### src/rtl/sys_defs.sv
// Shared definitions for the issue scheduler: FU classes and default sizing.
package sys_defs;

  typedef enum logic [1:0] {
    FU_ALU  = 2'd0,
    FU_MULT = 2'd1,
    FU_MEM  = 2'd2
  } fu_type_e;

  localparam int SYS_N_RS     = 8;
  localparam int SYS_MULT_LAT = 4;

  function automatic logic fu_match(input fu_type_e fu, input fu_type_e cls);
    return (fu == cls);
  endfunction

endpackage

### src/rtl/issue_scheduler_age_select.sv
// Picks the oldest eligible slot: a slot wins when no eligible slot is older than it.
module age_select #(
  parameter int N     = 8,
  parameter int IDX_W = $clog2(N)
) (
  input  logic [N-1:0]        eligible,
  input  logic [N-1:0][N-1:0] older,
  output logic                grant_valid,
  output logic [IDX_W-1:0]    grant_idx
);

  logic [N-1:0] blocked;
  logic [N-1:0] win;

  // A slot is blocked by any eligible slot that is older than it.
  always_comb begin
    blocked = '0;
    for (int i = 0; i < N; i++) begin
      for (int j = 0; j < N; j++) begin
        blocked[i] = blocked[i] | (older[j][i] & eligible[j]);
      end
    end
  end

  assign win         = eligible & ~blocked;
  assign grant_valid = |win;

  // Ages are a strict order over valid slots, so win is at most one-hot.
  always_comb begin
    grant_idx = '0;
    for (int i = 0; i < N; i++) begin
      grant_idx = grant_idx | (IDX_W'(i) & {IDX_W{win[i]}});
    end
  end

endmodule

### src/rtl/issue_scheduler.sv
// RS issue-select: tracks slot validity, FU class and age; grants the oldest ready
// slot per FU each cycle and sequences the unpipelined multiplier.
module issue_scheduler import sys_defs::*; #(
  parameter int N_RS     = SYS_N_RS,
  parameter int IDX_W    = $clog2(N_RS),
  parameter int MULT_LAT = SYS_MULT_LAT
) (
  input  logic              clock,
  input  logic              reset,
  input  logic              alloc_valid,
  input  logic [IDX_W-1:0]  alloc_idx,
  input  fu_type_e          alloc_fu,
  input  logic [N_RS-1:0]   entry_ready,
  input  logic              mem_stall,
  input  logic              flush,
  output logic              alu_issue_valid,
  output logic [IDX_W-1:0]  alu_issue_idx,
  output logic              mult_issue_valid,
  output logic [IDX_W-1:0]  mult_issue_idx,
  output logic              mem_issue_valid,
  output logic [IDX_W-1:0]  mem_issue_idx,
  output logic [N_RS-1:0]   issue_clear,
  output logic              mult_busy
);

  localparam int CNT_W = $clog2(MULT_LAT + 1);

  logic [N_RS-1:0]            valid_q, valid_d;
  fu_type_e [N_RS-1:0]        fu_q, fu_d;
  logic [N_RS-1:0][N_RS-1:0]  older_q, older_d;
  logic [CNT_W-1:0]           mult_cnt_q, mult_cnt_d;

  logic                       alu_valid_q, alu_valid_d;
  logic                       mult_valid_q, mult_valid_d;
  logic                       mem_valid_q, mem_valid_d;
  logic [IDX_W-1:0]           alu_idx_q, alu_idx_d;
  logic [IDX_W-1:0]           mult_idx_q, mult_idx_d;
  logic [IDX_W-1:0]           mem_idx_q, mem_idx_d;

  logic [N_RS-1:0]            elig_alu, elig_mult, elig_mem;
  logic                       sel_alu_valid, sel_mult_valid, sel_mem_valid;
  logic [IDX_W-1:0]           sel_alu_idx, sel_mult_idx, sel_mem_idx;
  logic                       gnt_alu, gnt_mult, gnt_mem;
  logic [N_RS-1:0]            grant_mask, alloc_mask;
  logic                       do_alloc;

  function automatic logic [N_RS-1:0] to_onehot(input logic [IDX_W-1:0] idx, input logic en);
    logic [N_RS-1:0] oh;
    oh      = '0;
    oh[idx] = en;
    return oh;
  endfunction

  // Per-class eligibility from the tracked state and the RS ready bits.
  always_comb begin
    elig_alu  = '0;
    elig_mult = '0;
    elig_mem  = '0;
    for (int i = 0; i < N_RS; i++) begin
      elig_alu[i]  = valid_q[i] & entry_ready[i] & fu_match(fu_q[i], FU_ALU);
      elig_mult[i] = valid_q[i] & entry_ready[i] & fu_match(fu_q[i], FU_MULT);
      elig_mem[i]  = valid_q[i] & entry_ready[i] & fu_match(fu_q[i], FU_MEM);
    end
  end

  age_select #(.N(N_RS), .IDX_W(IDX_W)) u_sel_alu (
    .eligible(elig_alu), .older(older_q), .grant_valid(sel_alu_valid), .grant_idx(sel_alu_idx)
  );
  age_select #(.N(N_RS), .IDX_W(IDX_W)) u_sel_mult (
    .eligible(elig_mult), .older(older_q), .grant_valid(sel_mult_valid), .grant_idx(sel_mult_idx)
  );
  age_select #(.N(N_RS), .IDX_W(IDX_W)) u_sel_mem (
    .eligible(elig_mem), .older(older_q), .grant_valid(sel_mem_valid), .grant_idx(sel_mem_idx)
  );

  // Counter at 1 means the unit frees up at the same edge the new grant registers.
  assign gnt_alu  = sel_alu_valid;
  assign gnt_mult = sel_mult_valid & (mult_cnt_q <= CNT_W'(1));
  assign gnt_mem  = sel_mem_valid & ~mem_stall;

  assign grant_mask = to_onehot(sel_alu_idx, gnt_alu)
                    | to_onehot(sel_mult_idx, gnt_mult)
                    | to_onehot(sel_mem_idx, gnt_mem);
  assign do_alloc   = alloc_valid & ~flush;
  assign alloc_mask = to_onehot(alloc_idx, do_alloc);

  // Slot tracking: grants free slots, allocation wins over a same-slot grant.
  always_comb begin
    valid_d = valid_q;
    fu_d    = fu_q;
    older_d = older_q;
    if (flush) begin
      valid_d = '0;
    end else begin
      valid_d = (valid_q & ~grant_mask) | alloc_mask;
    end
    if (do_alloc) begin
      fu_d[alloc_idx] = alloc_fu;
      for (int j = 0; j < N_RS; j++) begin
        older_d[alloc_idx][j] = 1'b0;
      end
      for (int j = 0; j < N_RS; j++) begin
        older_d[j][alloc_idx] = valid_q[j] & ~alloc_mask[j];
      end
    end else begin
      fu_d    = fu_q;
      older_d = older_q;
    end
  end

  // Grant registers and multiplier occupancy counter.
  always_comb begin
    alu_valid_d  = gnt_alu & ~flush;
    mult_valid_d = gnt_mult & ~flush;
    mem_valid_d  = gnt_mem & ~flush;
    alu_idx_d    = alu_valid_d  ? sel_alu_idx  : '0;
    mult_idx_d   = mult_valid_d ? sel_mult_idx : '0;
    mem_idx_d    = mem_valid_d  ? sel_mem_idx  : '0;
    mult_cnt_d   = mult_cnt_q;
    if (mult_valid_d) begin
      mult_cnt_d = CNT_W'(MULT_LAT);
    end else if (mult_cnt_q != '0) begin
      mult_cnt_d = mult_cnt_q - CNT_W'(1);
    end else begin
      mult_cnt_d = mult_cnt_q;
    end
  end

  // State registers.
  always_ff @(posedge clock or posedge reset) begin
    if (reset) begin
      valid_q      <= '0;
      older_q      <= '0;
      mult_cnt_q   <= '0;
      alu_valid_q  <= 1'b0;
      mult_valid_q <= 1'b0;
      mem_valid_q  <= 1'b0;
      alu_idx_q    <= '0;
      mult_idx_q   <= '0;
      mem_idx_q    <= '0;
      for (int i = 0; i < N_RS; i++) begin
        fu_q[i] <= FU_ALU;
      end
    end else begin
      valid_q      <= valid_d;
      older_q      <= older_d;
      mult_cnt_q   <= mult_cnt_d;
      alu_valid_q  <= alu_valid_d;
      mult_valid_q <= mult_valid_d;
      mem_valid_q  <= mem_valid_d;
      alu_idx_q    <= alu_idx_d;
      mult_idx_q   <= mult_idx_d;
      mem_idx_q    <= mem_idx_d;
      fu_q         <= fu_d;
    end
  end

  assign alu_issue_valid  = alu_valid_q;
  assign alu_issue_idx    = alu_idx_q;
  assign mult_issue_valid = mult_valid_q;
  assign mult_issue_idx   = mult_idx_q;
  assign mem_issue_valid  = mem_valid_q;
  assign mem_issue_idx    = mem_idx_q;
  assign issue_clear      = to_onehot(alu_idx_q, alu_valid_q)
                          | to_onehot(mult_idx_q, mult_valid_q)
                          | to_onehot(mem_idx_q, mem_valid_q);
  assign mult_busy        = (mult_cnt_q != '0);

endmodule

### config.mk
export PLATFORM = sky130hd
export DESIGN_NAME = issue_scheduler
export DESIGN_NICKNAME = d
export VERILOG_FILES = /design/src/rtl/sys_defs.sv /design/src/rtl/issue_scheduler_age_select.sv /design/src/rtl/issue_scheduler.sv
export SDC_FILE = /design/constraint.sdc
export NUM_CORES = 1
export LEC_CHECK = 0
export ABC_AREA = 1
export CORE_ASPECT_RATIO = 1.1
export CORE_MARGIN = 5
export CORE_UTILIZATION = 62
export DETAILED_ROUTE_END_ITERATION = 8
export PLACE_DENSITY = 0.83
export SYNTH_ARGS = -nofsm -noshare
export SYNTH_HDL_FRONTEND = slang
export SYNTH_SLANG_ARGS = --single-unit
### constraint.sdc
create_clock -name clock -period 9.6 [get_ports clock]
set_input_delay 2.4 -clock clock [delete_from_list [all_inputs] [get_ports clock]]
set_output_delay 2.4 -clock clock [all_outputs]
set_load 0.01 [all_outputs]
==> run summary, run 1 <==
The run finished with clean final reports. The length of the first detailed-routing pass in iterations is 9. Leaving out fill and tap cells, the most frequent cell in the layout is sky130_fd_sc_hd__nand2_1. Setup total negative slack on the finished layout was measured at 0 ps. The worst setup path is captured at a flip-flop. The sink of the worst hold path is mult_cnt_q[1]$_DFFE_PP0P_. The overall routing resource usage is roughly 37%. The count of buffer and inverter cells on the critical path came out at 3. The kind of cell adding the most delay to the critical path is simple AND/OR/NAND/NOR gates. The critical path data required time came out at about 9800 ps. The HPWL reported at the end of detailed placement is 17.2 mm. The total routed wirelength came out at between 20 and 25 mm. The worst hold path depth is 2. The repair_antennas step left the layout with diodes totalling 0.

The sequential element share of the synthesized area came out at 39.2%. The remaining antenna violation count came out at 0. For this run, asynchronously set or reset flops after synthesis account for 100%.

The worst pin sits at a relative slew slack of around 28%. The finished cells cover around 7300 µm². After synthesis, the netlist uses 32 different library cells. Of the total synthesized cell area, the portion taken by AND, OR, NAND and NOR gates is roughly 44%.

Setup repair after global routing left no endpoint under its margin. Walking the worst path, the cells encountered are clkdlybuf4s50_1, inv_2, nand2_2, inv_2, nand3_1, nand2_1, o21ai_0. The global placer's final weighted congestion is approximately 1.1. The cell type of the slowest stage on the worst timing path is sky130_fd_sc_hd__nand3_1.

The capture instance of the worst register-to-register path is valid_q[4]$_DFF_PP0_. For the worst setup path, the data arrival time is slightly below 5000 ps. The count of endpoints failing hold in the final timing report is 0. For the worst-skew pair, the clock arrives at the later sink with an insertion delay of around 360 ps. The cell repeated most along the worst path is sky130_fd_sc_hd__inv_2.

The proportion of layout cells with a drive suffix above 1 is about 7.8%. The number of top-level design ports came out at 39. The largest single stage delay on the critical path is between 700 and 800 ps. The setup path with the least slack is of type in -> reg. The placeable core area came out at 10400 µm².

The post-synthesis compound-gate area fraction came out at around 9%. The post-cts gate resize count is 0. The post-CTS clock slew at the launch and capture registers of the worst setup and hold paths is around 70 ps. The logic depth of the worst setup path including buffers came out at 7.

Once the floorplan was initialized, standard cells occupied a little over three fifths of the core. After detailed placement, the total cell area comes to around 7000 µm². In this run, post-CTS hold repair placed 0 buffers. Compared with the post-synthesis result, the final layout area differs by 10.6%. The violation count after the first detailed-route iteration is ~1100.

The detailed-route wire length per cell is just over 20 µm. The die is between 100 and 150 µm wide. The startpoint class of the critical path is an input pin. By area, the combinational part of the netlist is dominated by simple AND/OR/NAND/NOR gates. The cell area after technology mapping is around 6600 µm². CTS placed an instance of sky130_fd_sc_hd__clkbuf_16 at the clock tree root. The synthesis-stage register bit count is ~100. For the worst flop-to-flop path, the logic depth is 12. The row count came out at 39.

At the end of the flow, the number of nets in the layout was a little over 1000. The yosys synthesis warning count came out at 0. The worst path needs 4740 ps of the cycle, external delays included.

The power density of the placed cells came out at between 150 and 200 nW/µm². The post-synthesis adder-cell area fraction is less than 1%. The number of slew-limit violations in the final report came out at 0.

The final worst clock skew came out at 12.6 ps. The sink count of the clock tree is just over 100. In the synthesized netlist the dominant register cell turns out to be sky130_fd_sc_hd__dfrtp_1. The deepest level of the CTS H-tree came out at 3.

The number of synthesized flops with an enable pin is 0. The initial antenna violation count is 0. The final routed DRC violation total is 0.

The total number of vias came out at about 7000. The CTS tree is done. The max-cap violation count came out at 0. Leaving out fill and tap cells, the most frequent cells in the layout are sky130_fd_sc_hd__nand2_1, sky130_fd_sc_hd__nand3_1, sky130_fd_sc_hd__nor2_1. The first-pass GRT wire length is around 36 mm. The gate count of the mapped netlist came out at around 1000. The mean area per synthesized cell is approximately 6.7 µm². The class of the tightest hold or removal check is reg -> reg. The xor/xnor share of the synthesized area is less than 1%. In this run the most critical hold path is launched from mult_cnt_q[1]$_DFFE_PP0P_.

Along the worst path, the maximum fanout reaches 24. The die footprint is 12800 µm². The register-to-register setup slack is about 7200 ps.

During placement, the flow inserted port buffers numbering 38. The maximum VDD drop came out at roughly 0.13 mV. The overall overflow remaining after global route came out at 0. The slew of the pin with the lowest slew margin came out at about 1100 ps. The share of the clock period used by the worst path is 49.4%. The via density per instance came out at between 6 and 7. The static leakage came out at approximately 3.5 nW. The total setup violations reported at the end of the flow came out at 0. The number of buffers added for setup after CTS came out at 0. The number of nets handed over by synthesis was approximately 1000. The maximum number of pins on one net before global-route repair came out at 66.

The clock passes through at most 2 buffers. Based on the critical path, the design can be clocked at up to around 0.21 GHz. In this run the critical register-to-register path is launched from fu_q[11]$_DFFE_PP0P_. The number of global-route vias before repair came out at ~6400.

The die is approximately 120 µm tall. In the synthesized netlist, mux cells make up 0% of the area. The clock buffer count from CTS came out at 9.
-- cell usage after synthesis (2+ instances only) --
library cell                 n  area [µm²]
sky130_fd_sc_hd__nor2_1    122         458
sky130_fd_sc_hd__inv_1      64         240
sky130_fd_sc_hd__nor2_4     13         146
sky130_fd_sc_hd__nor3_1      9        45.0
sky130_fd_sc_hd__nand2_2    13        81.3
sky130_fd_sc_hd__ha_1        3        37.5
sky130_fd_sc_hd__o21ai_0    81         405
sky130_fd_sc_hd__buf_6       4        45.0
sky130_fd_sc_hd__o21ai_1     9        45.0
sky130_fd_sc_hd__nand3_1   193         966
sky130_fd_sc_hd__dfrtp_1   103        2580
sky130_fd_sc_hd__buf_4       4        30.0
sky130_fd_sc_hd__nand4_1     7        43.8
sky130_fd_sc_hd__nand2_1   273        1020
sky130_fd_sc_hd__clkbuf_1   13        48.8
sky130_fd_sc_hd__buf_2       6        30.0
sky130_fd_sc_hd__o22ai_1     5        31.3
sky130_fd_sc_hd__inv_2      17        63.8
sky130_fd_sc_hd__a21oi_1     6        30.0
sky130_fd_sc_hd__a21boi_0    4        30.0
sky130_fd_sc_hd__and2_1      2        12.5
sky130_fd_sc_hd__nor2_2     13        81.3
-- routing by layer --
layer  share of wire [%]  vias up  global-route usage [%]  routed length, µm
met3                  13       90                    10.7               3050
li1                    -     3218                       -                  -
met5                   0        -                       0                  0
met4                 5.1        0                    15.9               1170
met1                  38     3159                    48.9               8690
met2                  44      514                    55.2              10100
-- power breakdown --
group | internal [W] | switching [W] | total, W
combinational | 0.0000624 | 0.000160 | 0.000222
clock | 0.000202 | 0.000167 | 0.000369
sequential | 0.000467 | 0.0000418 | 0.000509
total | 0.000732 | 0.000369 | 0.00110
-- sequential cells by signal (all words and copies together), names as in the netlist, named ones only --
name              cells
mult_issue_valid      1
mult_cnt_q            3
mem_issue_idx         3
alu_issue_idx         3
mem_issue_valid       1
fu_q                 16
alu_issue_valid       1
valid_q               8
mult_issue_idx        3
older_q              56
-- stage by stage --
step	setup slack, ps	power [W]	std cells	hold slack (ps)	util, %
after CTS	4960	0.00109	1144	534	69.9
after floorplan	4500	0.000650	974	475	-
after global routing	4770	0.00114	1144	567	69.9
after detailed placement	4560	0.000731	1129	526	67.2
after global placement	4630	0.000723	1129	509	67.2
final	4860	0.00110	1144	530	69.9
-- logic make-up after synthesis --
kind of cell / Yosys count
AOI/OAI and AO/OA: 110
xor gates and xnor gates: 1
adders and majority gates: 3
buffers and inverters: 110
DFF: 103
and+or+nand+nor: 647
-- how the worst max path moves through the flow --
stage / from / slack (ps) / end
2_1_floorplan: reset / 4500 / async pin
3_3_place_gp: flush / 4630 / older_q[2]$_DFFE_PP0P_
3_5_place_dp: flush / 4560 / older_q[2]$_DFFE_PP0P_
4_1_cts: flush / 4960 / older_q[2]$_DFFE_PP0P_
5_1_grt: flush / 4770 / older_q[7]$_DFFE_PP0P_
6_report: flush / 4860 / older_q[2]$_DFFE_PP0P_
-- layout make-up --
| type | count | area [µm²] |
|---|---|---|
| inverters | 82 | 310 |
| multi-input cells | 761 | 3520 |
| flip-flops and latches | 103 | 2580 |
| repair buffers | 40 | 395 |
| fillers | 889 | 3130 |
| clock inverters | 5 | 57.6 |
| well taps | 143 | 179 |
| clock buffers | 10 | 229 |
-- worst register-to-register path, stage by stage (launching register included) --
cell and delay, ps:
sky130_fd_sc_hd__dfrtp_1 430, sky130_fd_sc_hd__nor2_1 620, sky130_fd_sc_hd__nand2_1 110, sky130_fd_sc_hd__nor2_1 110
sky130_fd_sc_hd__nand2_1 60, sky130_fd_sc_hd__nor2_1 220, sky130_fd_sc_hd__nand2_1 100, sky130_fd_sc_hd__nand2_2 130
sky130_fd_sc_hd__nor2_4 70, sky130_fd_sc_hd__nor2_1 150, sky130_fd_sc_hd__nand2_1 60, sky130_fd_sc_hd__nand4_1 160
sky130_fd_sc_hd__nand2_1 90
No activity file was read; power rests on OpenSTA's default activity.
==> inputs of run 2 (changes only) <==
CORE_UTILIZATION = 55   (was 62)
PLACE_DENSITY = 0.77   (was 0.83)
clock period = 4.3 ns   (was 9.6 ns; I/O delays follow)
==> run summary, run 2 (synthesis results as in run 1) <==
The run finished with clean final reports. Static timing analysis puts the maximum clock frequency at 0.322 GHz. The total of hold buffers inserted after clock tree synthesis is 0.

The placeable core area came out at ~12000 µm². The static leakage came out at roughly 3.5 nW. The worst setup path is of the in -> reg kind.

The first-pass GRT wire length is 35.1 mm. Setup repair after global routing left no endpoint under its margin. After clock tree synthesis, the clock-pin slew on the worst setup and hold paths is 70 ps. The most congested layer reported by global routing is met2. The maximum number of pins on one net before global-route repair is 64.

The total number of vias came out at ~6900. The most frequent standard cell in the layout excluding fill and tap cells is sky130_fd_sc_hd__nand2_1. The critical path starts at flush. Before CTS, the worst setup slack after placement is a little under 900 ps. The worst setup path is launched from an input pin. Power comes to about 0.0024 W.

The number of gates resized after CTS was 0. The reg-to-reg startpoint is valid_q[5]$_DFF_PP0_. The post-synthesis to final-layout area growth is 11.2%. The number of slew-limit violations in the final report is 0. The tightest min-delay check is of the reg -> reg type.

The overall overflow remaining after global route is 0. Counting along the longest clock path gives a buffer depth of 2. Setup total negative slack on the finished layout was measured at 0 ps.

For this configuration, the core starts out at a cell density of between 50% and 60%. The count of endpoints failing hold in the final timing report was 0. The final worst clock skew came out at 10.9 ps. The sequential cell area is ~2600 µm². The largest register by flop count is older_q. For the pin with the worst max-slew slack, the measured transition is 913 ps. The total placed cells including tap cells is 1139.

The number of top-level design ports is 39. The final routed DRC violation total is 0. The violation count after the first detailed-route iteration came out at around 800. The die extent in x came out at 114 µm. The length of the first detailed-routing pass in iterations came out at 9.

Following the worst setup path forward leads to its endpoint at older_q[7]$_DFFE_PP0P_. The congestion estimate from routability-driven global placement came to around 1.2. The share of the clock period used by the worst path came out at between 70% and 80%. The register with the most flip-flops in the layout has between 50 and 60 of them. The worst path setup slack after routing came out at approximately 1200 ps. In this run the critical register-to-register path is captured at valid_q[6]$_DFF_PP0_. The number of global-route vias before repair is around 6400. The floorplan die height is 125 µm. The area of combinational cells with multiple inputs is between 3000 and 4000 µm².

The row count came out at 41. The root buffer cell is sky130_fd_sc_hd__clkbuf_16. The die footprint came out at approximately 14000 µm².

The total setup violations reported at the end of the flow came out at 0. The clock latency on the worst-skew pair is roughly 360 ps. The max-cap violation count is 0.

The filler cell count in the final layout came out at roughly 1100. The overall routing resource usage is about a third. The critical path data required time is between 4000 and 5000 ps. In this run the tightest slew margin relative to its limit is between 30% and 40%. 0 antenna diodes ended up in the layout.

The critical path data arrival time came out at between 3000 and 4000 ps. The HPWL reported at the end of detailed placement is 17.0 mm. The initial antenna violation count came out at 0. The maximum VDD drop came out at approximately 0.21 mV. After detailed routing, the number of vias per cell comes to roughly 6. The global routing usage on met2 came out at 45.5%. Counting the buffers created by CTS gives 9. The CTS tree is done.

Measured in cells, the most critical reg-to-reg path has a length of 13. After layout, the minimum clock period comes to slightly above 3000 ps. The number of buffers inserted by port buffering came out at 38.

In the final layout, the registers with the most flip-flops are older_q: 56 flops, fu_q: 16 flops, valid_q: 8 flops. The count of non-filler cells in the finished layout came out at about 1200. The library cells used most frequently in the layout, excluding fill and tap cells, are sky130_fd_sc_hd__nand2_1, sky130_fd_sc_hd__nand3_1, sky130_fd_sc_hd__nor2_1. Cells with a size suffix above 1 make up 8.08% of the layout.

The worst-path maximum fanout came out at 23. The final layout contains routed wiring with a total length of about 22 mm. The met1 global-route usage came out at between 40% and 50%. Counting every sink on the clock net gives between 100 and 150.

Global routing used a little under a tenth of the available met3 tracks. Dividing total power by cell area gives a power density of 331 nW/µm². The deepest level of the CTS H-tree is 3. In this run the remaining antenna-violating nets after routing total 0. After detailed routing, the average wire length per cell comes to roughly 19 µm. The register-to-register setup slack is roughly 1900 ps. The final layout contains 1021 nets.

The worst setup path is captured at a flip-flop. The number of buffers added for setup after CTS came out at 0.
## run 2: worst max-delay path, cell delays in order
cell and delay [ps]:
sky130_fd_sc_hd__clkdlybuf4s50_1 620, sky130_fd_sc_hd__inv_2 210, sky130_fd_sc_hd__nand2_2 130, sky130_fd_sc_hd__nor2_1 260, sky130_fd_sc_hd__nand2_1 610, sky130_fd_sc_hd__nand3_1 280, sky130_fd_sc_hd__o21ai_0 100
## run 2: metrics by stage
stage	hold WS (ps)	instance area (µm²)	utilization, %
finish	530	7310	63.0
global route	566	7310	63.0
CTS	529	7310	63.0
detailed placement	510	7020	60.6
global placement	498	7020	60.6
floorplan	475	6570	-
## run 2: power by group
part           switching, W  total, W  internal [W]
clock              0.000360  0.000806      0.000446
sequential        0.0000916   0.00114       0.00104
combinational      0.000342  0.000480      0.000138
## run 2: how the worst min path moves through the flow
stage                                            to  cells past startpoint                 startpoint  slack (ps)
after detailed placement       fu_q[14]$_DFFE_PP0P_                      2       fu_q[14]$_DFFE_PP0P_         510
after CTS                      fu_q[14]$_DFFE_PP0P_                      2       fu_q[14]$_DFFE_PP0P_         530
after floorplan                fu_q[10]$_DFFE_PP0P_                      2       fu_q[10]$_DFFE_PP0P_         470
after global routing      mult_cnt_q[1]$_DFFE_PP0P_                      2  mult_cnt_q[1]$_DFFE_PP0P_         570
after global placement         fu_q[14]$_DFFE_PP0P_                      2       fu_q[14]$_DFFE_PP0P_         500
final                          fu_q[14]$_DFFE_PP0P_                      2       fu_q[14]$_DFFE_PP0P_         530
## run 2: layout make-up
cell class                      count  area share (%)
Timing Repair Buffer               43            5.89
Multi-Input combinational cell    761            48.1
Inverter                           82            4.25
Clock buffer                        9            3.08
Sequential cell                   103            35.3
Clock inverter                      5           0.822
Tap cell                          150            2.57
## run 2: per-layer routing
| metal | vias up | routed length [µm] |
|---|---|---|
| met5 | - | 60 |
| met4 | 2 | 1330 |
| met3 | 103 | 2530 |
| met2 | 412 | 9650 |
| met1 | 3155 | 8810 |
| li1 | 3233 | - |
==> inputs of run 3 (changes only) <==
clock period = 2.6 ns   (was 4.3 ns; I/O delays follow)
==> run summary, run 3 (synthesis results as in run 1) <==
The worst hold path belongs to the class reg -> reg. The count of endpoints failing hold in the final timing report is 0. The cell sitting at the root of the clock tree is a sky130_fd_sc_hd__clkbuf_16. The slew of the pin with the lowest slew margin is ~570 ps. The repair_antennas step left the layout with diodes totalling 0.

The final critical path time including I/O delays and setup is around 2400 ps. The normalized max-slew margin is between 60 and 70%. The post-CTS clock slew at the launch and capture registers of the worst setup and hold paths is approximately 70 ps. Setup repair after global routing left no endpoint under its margin. The worst setup path is captured at a primary output. The floorplan die height is roughly 120 µm. The HPWL reported at the end of detailed placement came out at approximately 19 mm. In this run, placement finished with an instance count of roughly 1200. The power density of the placed cells came out at 514 nW/µm².

Across the VDD grid, the largest voltage drop is around 0.36 mV. The CTS tree is done. The row count is 41. The share of the clock period used by the worst path is a little over nine tenths.

The placeable core area came out at approximately 12000 µm². The number of slew-limit violations in the final report was 0. The violation count after the first detailed-route iteration is roughly 900. The number of buffers inserted by port buffering came out at 38. The die footprint came out at roughly 14000 µm². The critical path data arrival time came out at 1780 ps. The overall overflow remaining after global route is 0. The sink count of the clock tree is around 100. The die extent in x is 114 µm. The total negative slack for setup checks came out at 0 ps. The post-synthesis to final-layout area growth came out at 18.4%. Leaving out fill and tap cells, the most frequent cell in the layout is sky130_fd_sc_hd__nand2_1. The count of non-filler cells in the finished layout came out at ~1200.

Measured on the finished design, the core utilization comes to roughly two thirds. The top cell types in the final layout, fill and taps aside, are sky130_fd_sc_hd__nand2_1, sky130_fd_sc_hd__nand3_1, sky130_fd_sc_hd__nor2_1. The buffer depth of the longest clock path is 2.

The remaining antenna violation count is 0. The layout has around 1100 filler cells. The total of hold buffers inserted after clock tree synthesis is 0.

The largest register by flop count is older_q. The final worst clock skew is around 8.6 ps. The clock latency on the worst-skew pair came out at approximately 360 ps. The number of global-route vias before repair was 6566. The initial antenna violation count was 0. The worst-path maximum fanout is 4. The worst path setup slack after routing is 165 ps. On the worst path, the slowest cell contributes a delay of 600 ps. The static leakage is about 3.8 nW. The critical path is of the reg -> out type.

The upper clock frequency limit is 0.411 GHz. The run finished with clean final reports. The number of buffers added for setup after CTS came out at 0. The max-cap violation count came out at 0. The overall routing resource usage came out at 34.7%. The first global-routing pass estimated approximately 37 mm of wire.

The proportion of layout cells with a drive suffix above 1 is 13.4%. The length of the first detailed-routing pass in iterations is 5. The detailed-route wire length per cell is between 20 and 25 µm. The post-route cell area is a little under 8000 µm². The maximum number of pins on one net before global-route repair came out at 104. The slowest stage of the critical path belongs to the cell sky130_fd_sc_hd__clkdlybuf4s50_1.

Among cell families on the critical path, the largest total delay comes from buffers and inverters. The total number of vias is 7102. The placed instances occupy a cell area of ~7500 µm². The largest registers in the layout are older_q: 56 flops, fu_q: 16 flops, valid_q: 8 flops. Setup violations remaining at the end of the flow were counted as 0. The critical path data required time is approximately 2000 ps. The number of nets at the end of the flow is 1080. For this configuration, the core starts out at a cell density of 56.7%. The final routed DRC violation total came out at 0. The post-cts gate resize count is 0. STA classifies the critical path startpoint as a flip-flop. Traced cell by cell, the critical path runs through nor2_1, nand2_1, o311ai_0, clkdlybuf4s50_1. The total routed wirelength came out at between 20 and 25 mm. The deepest level of the CTS H-tree is 3. The clock buffer count from CTS is 9. The worst setup slack after placement is -133 ps. The register with the most flip-flops in the layout has 56 of them. The via density per instance is ~5.9. The global placer's final weighted congestion came out at roughly 1.1. The number of top-level design ports came out at 39.

The number of buffers and inverters on the critical path is 1.
[run 3: power by group]
group | internal, W | total [W] | leakage, nW | switching, W
clock | 0.000671 | 0.00130 | 0.138 | 0.000625
sequential | 0.00173 | 0.00188 | 1.40 | 0.000154
combinational | 0.000271 | 0.000825 | 2.27 | 0.000554
[run 3: metrics by stage]
step	hold WS (ps)	total power, W
final	514	0.00400
after global routing	566	0.00416
after CTS	517	0.00400
after detailed placement	499	0.00272
after global placement	496	0.00269
after floorplan	475	0.00240
[run 3: path summary, 6_finish.rpt]
kind	startpoint	end	slack [ps]	depth (start not counted)
worst min register to register	fu_q[14]$_DFFE_PP0P_	fu_q[14]$_DFFE_PP0P_	510	2
worst min-delay path	fu_q[14]$_DFFE_PP0P_	fu_q[14]$_DFFE_PP0P_	510	2
min in group asynchronous	reset	older_q[21]$_DFFE_PP0P_	790	3
max in group asynchronous	reset	older_q[43]$_DFFE_PP0P_	1360	3
worst max-delay path	mem_issue_idx[0]$_DFF_PP0_	issue_clear[6]	170	4
worst max register to register	fu_q[12]$_DFFE_PP0P_	valid_q[1]$_DFF_PP0_	330	12
[run 3: worst register-to-register path: cells and delay by family (launching register included)]
kind | cells | cell delay, ps
simple gates | 10 | 1470
flops | 1 | 440
compound gates | 2 | 260
[run 3: per-layer routing]
layer	wire length (µm)	share of wire, %	GRT usage [%]
met4	1180	4.8	17.6
met1	9950	41	48.3
met5	0	0	0
met2	10700	44	50.9
met3	2490	10	7.09
[run 3: final cells by class]
| type | count | area [µm²] | share of cell area [%] |
|---|---|---|---|
| Clock buffer | 10 | 239 | 3.07 |
| Clock inverter | 6 | 36.3 | 0.466 |
| Inverter | 82 | 312 | 4.00 |
| Multi-Input combinational cell | 761 | 3520 | 45.2 |
| Sequential cell | 103 | 2580 | 33.1 |
| Tap cell | 150 | 188 | 2.41 |
| Timing Repair Buffer | 102 | 911 | 11.7 |
